**src/rtl/serial_adder.sv**
```systemverilog
// Bit-serial N-bit adder: one bit per cycle, LSB first.
// The result is published only when the whole word is complete.
module serial_adder #(
  parameter int N = 8
) (
  input  logic         clk,
  input  logic         reset,
  input  logic         start,
  input  logic [N-1:0] a,
  input  logic [N-1:0] b,
  input  logic         cin,
  output logic         ready,
  output logic         done,
  output logic [N-1:0] sum,
  output logic         cout
);

  localparam int KW = $clog2(N);

  typedef enum logic [1:0] {
    IDLE,
    ADD,
    DONE
  } state_t;

  state_t state, state_nx;

  logic [N-1:0]  sa, sb, r;
  logic          c;
  logic [KW-1:0] k;
  logic          s, cy, last;
  logic [N-1:0]  r_nx;

  assign s    = sa[0] ^ sb[0] ^ c;
  assign cy   = (sa[0] & sb[0]) | (c & (sa[0] ^ sb[0]));
  assign r_nx = {s, r[N-1:1]};
  assign last = (k == KW'(N - 1));

  assign ready = (state == IDLE);
  assign done  = (state == DONE);

  always_ff @(posedge clk) begin
    if (reset) state <= IDLE;
    else       state <= state_nx;
  end

  always_comb begin
    state_nx = state;
    unique case (state)
      IDLE:    if (start) state_nx = ADD;
      ADD:     if (last)  state_nx = DONE;
      DONE:    state_nx = IDLE;
      default: state_nx = IDLE;
    endcase
  end

  always_ff @(posedge clk) begin
    if (reset) begin
      sa   <= '0;
      sb   <= '0;
      r    <= '0;
      c    <= 1'b0;
      k    <= '0;
      sum  <= '0;
      cout <= 1'b0;
    end else begin
      unique case (state)
        IDLE: begin
          if (start) begin
            sa <= a;
            sb <= b;
            c  <= cin;
            r  <= '0;
            k  <= '0;
          end
        end
        ADD: begin
          r  <= r_nx;
          sa <= sa >> 1;
          sb <= sb >> 1;
          c  <= cy;
          k  <= k + 1'b1;
          // sum/cout only ever see the finished word
          if (last) begin
            sum  <= r_nx;
            cout <= cy;
          end
        end
        default: ;
      endcase
    end
  end

endmodule
```
**config.mk**
```make
export PLATFORM = sky130hd
export DESIGN_NAME = serial_adder
export DESIGN_NICKNAME = d
export VERILOG_FILES = /design/src/rtl/serial_adder.sv
export SDC_FILE = /design/constraint.sdc
export NUM_CORES = 1
export LEC_CHECK = 0
export CAP_MARGIN = 20
export CORE_ASPECT_RATIO = 1.75
export CORE_UTILIZATION = 33
export CTS_BUF_LIST = sky130_fd_sc_hd__clkbuf_8
export DETAILED_ROUTE_END_ITERATION = 10
export PLACE_DENSITY = 0.64
export SLEW_MARGIN = 20
export SYNTH_ARGS = -nofsm -noshare
export SYNTH_HDL_FRONTEND = slang
export SYNTH_SLANG_ARGS = --single-unit
export TNS_END_PERCENT = 30
```
**constraint.sdc**
```tcl
create_clock -name clk -period 1.67 [get_ports clk]
set_clock_uncertainty 0.2 [all_clocks]
set_input_delay 0.167 -clock clk [delete_from_list [all_inputs] [get_ports clk]]
set_output_delay 0.167 -clock clk [all_outputs]
set_load 0.005 [all_outputs]
```
# Yosys cells after proc, flatten, opt, wreduce, memory -nomap -nowiden
# Index checks and enable logic that the tools add are counted.
classes:
  addsub: 1
  eq_ne: 5
  n_mux: 13
  bitwise_logic: 5
  reduce_logical: 5
op_table:
  columns: ["cell", "count"]
  rows:
  - ["one-hot mux 8 bit (2 select lines)", 3]
  - ["2-to-1 mux 8 bit", 3]
  - ["one-hot mux 3 bit (2 select lines)", 1]
  - ["AND reduction 2 bit", 3]
  - ["2-to-1 mux 2 bit", 2]
  - ["!= test 2 bit (second input constant)", 2]
  - ["one-hot mux 2 bit (2 select lines)", 1]
  - ["adder 3 x 1 -> 3 bit (second input constant)", 1]
  - ["equality test 3 bit (second input constant)", 1]
  - ["2-to-1 mux 3 bit", 1]
  - ["bitwise AND 1 bit", 2]
  - ["equality test 2 x 1 -> 1 bit (second input constant)", 1]
  - ["equality test 2 bit (second input constant)", 1]
  - ["zero test 2 bit", 1]
  - ["one-hot mux 1 bit (2 select lines)", 1]
  - ["nonzero test 2 bit", 1]
  - ["bitwise XOR 1 bit", 2]
  - ["2-to-1 mux 1 bit", 1]
  - ["bitwise OR 1 bit", 1]
word_totals:
  ff_bits: 39
  inputBits: 20
  word_cells: 37

# Depth between registers and ports, before layout
depth:
  word_depth: 4
  ltp_mapped: 6
  depth_no_buf: 5

# Least setup slack after synthesis
# OpenSTA, ideal clock, no wires.
synth_timing:
  path_kind: "register to register"
  startpoint: "reg k[0]"
  endpoint: "reg sum[5]"
  t_arrival_ps: 1129
  setup_slack_ps: 207
  stages_incl_launch_ff: 7
  path_buffers: 1
  cell_sequence: "dfxtp_1 ha_1 ha_1 and3b_1 clkbuf_1 nand2_1 a21oi_1"
synth_via:
  elab_chain_len: 2
synth_lines:
  columns: ["item", "line_no", "text"]
  rows:
  - ["start: declaration", "30", "logic [KW-1:0] k;"]
  - ["start signal: assignment", "82", "k <= k + 1'b1;"]
  - ["equality test 3 bit", "37", "assign last = (k == KW'(N - 1));"]
  - ["AND reduction 2 bit (no source line)", null, null]
  - ["end signal: assignment", "85", "sum <= r_nx;"]
  - ["end: declaration", "14", "output logic [N-1:0] sum,"]
# Every way passes these cells.
# A chain may end at the register's enable or synchronous reset.

# Worst setup path in the final report
layout_timing:
  startpoint: "reg state[1]"
  endpoint: "reg sa[0]"
layout_via:
  elab_chain_len: 3
  elab_cells_between_ends: 6
layout_lines:
  columns: ["item", "line_no", "text"]
  rows:
  - ["start: declaration", "26", "state_t state, state_nx;"]
  - ["start signal: assignment", "44", "else state <= state_nx;"]
  - ["equality test 2 x 1 -> 1 bit or zero test 2 bit (tied branches)", "67", "unique case (state)"]
  - ["nonzero test 2 bit (no source line) or != test 2 bit (tied branches)", null, null]
  - ["AND reduction 2 bit (no source line)", null, null]
  - ["end signal: assignment", "79", "sa <= sa >> 1;"]
  - ["end: declaration", "28", "logic [N-1:0] sa, sb, r;"]
# Parallel ways exist; a longest one is shown, timed or not.

==> flow_summary.ini <==
[outcome]
status = finished clean

[floorplanning]
rows = 33
die_width_microns = 55.8
ios = 31
start_util = 0.349
die-area_sq_um = 5360
core-area_sq_um = 4790
die_y_microns = 96.1

[sta]
finalMaxSlewViolations = 0
hold_ws_ns = 0.254
max_freq_mhz = 665
finalCriticalPeriod_ns = 1.50
rsz0062_at_grt = false
period_share = 0.901
tightest_slew_ns = 0.385
hold_viol = 0
setup_violations = 0
maxSlewHeadroom = 0.743

[yosys]
synthTopCellsByArea = dfxtp_1 46%, mux2i_1 6.6%, a221oi_2 5.4%
ys_types = 29
synth_top_area_cell = dfxtp_1
synth_seq_area_share = 0.455
avgSynthCellArea_sq_um = 9.66
ys_seq_elements = 38
netlist_instances = 173
synth_nets = 196
syn-cell-area_sq_um = 1670
yosysWarnings = 0
netlist.area_leader.share = 0.455

[worst_setup_path]
r2r-start = state[1]
crit_path_end_kind = flop
worstPathMaxFanout = 18
cp-start-kind = flop
critPathSlowestCell = dfxtp_2
arrival_ns = 1.50
cp.required_ns = 1.67
reg2reg_slack_ns = 0.17
slowest_delay_ns = 0.37
path_cells = buf_4, o21ba_1, buf_12, nor2_1, a211oi_1
reg2regPathDepth = 5
path_class = flop to flop
r2r-end = sa[0]

[min_path]
worstHoldPathType = flop to flop
min_to = sum[5]
whs_path_depth = 2
hp-start = sum[5]

[finish]
area_growth_pct = 28.8
nFillCells = 485
multi_input_area_sq_um = 816
n_antenna_cell = 0
stdcell_count = 261
regArea_sq_um = 763
drive_gt1_frac = 0.158
nNetsFinal = 231
final_util = 0.449

[cts]
clk_path_buf_depth = 2
h-tree-depth = 2
clkLatencyLatePin_ns = 0.29
cts_tree = done
clkTransAtPathRegs_ns = 0.08
clock-sinks = 38
cts-root-buf = clkbuf_8
numCtsBuffers = 5

[placed_design]
dpl.hpwl_microns = 2340
dp.cells = 253
gp_congestion = 0.683
port_buffers = 30

[global_route]
grt_pass1_vias = 1335
grt_use_total = 0.139
grt_max_degree = 39
gr-total-overflow = 0
grt_pass1_wl_microns = 5800
antenna_found_initial = 0

[power_and_ir_drop]
power_uw = 1900
power_density_nw_per_um2 = 883
p_leak_uw = 0.000794
irDropWorstVdd_v = 0.000715

[flow_run]
cap_viol_max_count = 0

[drt]
drt_pre_antenna_iters = 4
via_per_inst = 5.03
via_count = 1312
ant_nets = 0
drc = 0
wl_microns = 3450
wl_per_cell_microns = 13.2
first_iter_violations = 23
## metal layers
layer  GRT usage  part of all wire
met2       0.243              0.48
met1       0.156              0.45
met3      0.0390             0.050
met4      0.0667             0.018
met5           0                 0
## final cells by class
cell class	count	share of cell area
Inverter	1	0.00175
Clock inverter	2	0.00582
Tap cell	52	0.0303
Clock buffer	6	0.0384
Timing Repair Buffer	43	0.190
Sequential cell	38	0.355
Multi-Input combinational cell	119	0.379
## cells in the mapped netlist, drive strengths merged
| library cell | instances |
|---|---|
| dfxtp | 38 |
| nor2 | 22 |
| nand2 | 18 |
| a21oi | 11 |
| mux2i | 11 |
| a211oi | 9 |
| a22oi | 9 |
| buf | 8 |
| nor2b | 8 |
| clkbuf | 7 |
| a221oi | 6 |
| nand2b | 6 |
| nor3b | 6 |
| ha | 2 |
| nand4bb | 2 |
| o21ai | 2 |
| and3b | 1 |
| fa | 1 |
| inv | 1 |
| nand3b | 1 |
| nor3 | 1 |
| o21ba | 1 |
| o21bai | 1 |
| or3 | 1 |
## flip-flops by register name (all words and copies together) (netlist names)
signal,cells
cout,1
c,1
sa,8
k,3
sum,8
state,2
sb,8
r,7
## report_power, final
part / switching, uW / internal, uW
combinational: 115 / 140
clock: 332 / 332
sequential: 28.4 / 952
## stage by stage
| step | worst slack, ns | TNS (ns) | cell area (sq um) |
|---|---|---|---|
| 2_1_floorplan | 0.207 | 0 | 1670 |
| 6_report | 0.166 | 0 | 2150 |
| 3_5_place_dp | -0.0749 | -0.708 | 2050 |
| 5_1_grt | 0.0723 | 0 | 2150 |
| 3_3_place_gp | -0.0611 | -0.394 | 2050 |
| 4_1_cts | 0.0952 | 0 | 2150 |
## logic make-up (layout without fill, tap and decap cells)
family,Yosys count,count (layout),share of synthesized area
and+or+nand+nor,66,66,0.201
AOI/OAI and AO/OA,39,39,0.194
DFF,38,38,0.455
buffers and inverters,16,52,0.0569
muxes,11,11,0.0659
adders and majority gates,3,3,0.0270
## critical path, delay by kind of cell (launching register included)
kind / cells / cell delay, ns
flip-flops: 1 / 0.37
AO/OA/AOI/OAI: 2 / 0.48
buffers and inverters: 2 / 0.32
AND/OR/NAND/NOR: 1 / 0.04
## timing repair
action,4_1_cts,5_1_grt
cloned,0,0
hold buffers,0,0
gates resized for setup,4,1
setup buffers,0,0
setup endpoints to repair,2,2
pin swaps,0,0
## cells in the final DEF, fill, tap and decap left out, types with 8 or more instances in the layout
cell             synthesis  layout
mux2i_1                 11      11
nor2b_1                  8       8
a21oi_1                 11      11
a211oi_1                 8       8
nand2_1                 18      18
clkdlybuf4s50_1          0      28
buf_4                    3      12
dfxtp_1                 38      36
nor2_1                  21      21
a22oi_1                  9       9
## how the worst max path moves through the flow
stage,endpoint,startpoint,cells after the start,slack [ns]
4_1_cts,cout,k[0],5,0.1
2_1_floorplan,sum[5],k[0],6,0.21
5_1_grt,sa[3],state[1],5,0.07
3_3_place_gp,sb[4],start,4,-0.06
3_5_place_dp,sb[1],start,4,-0.07
6_report,sa[0],state[1],5,0.17
Note: power is estimated with default switching activity, not from simulation.
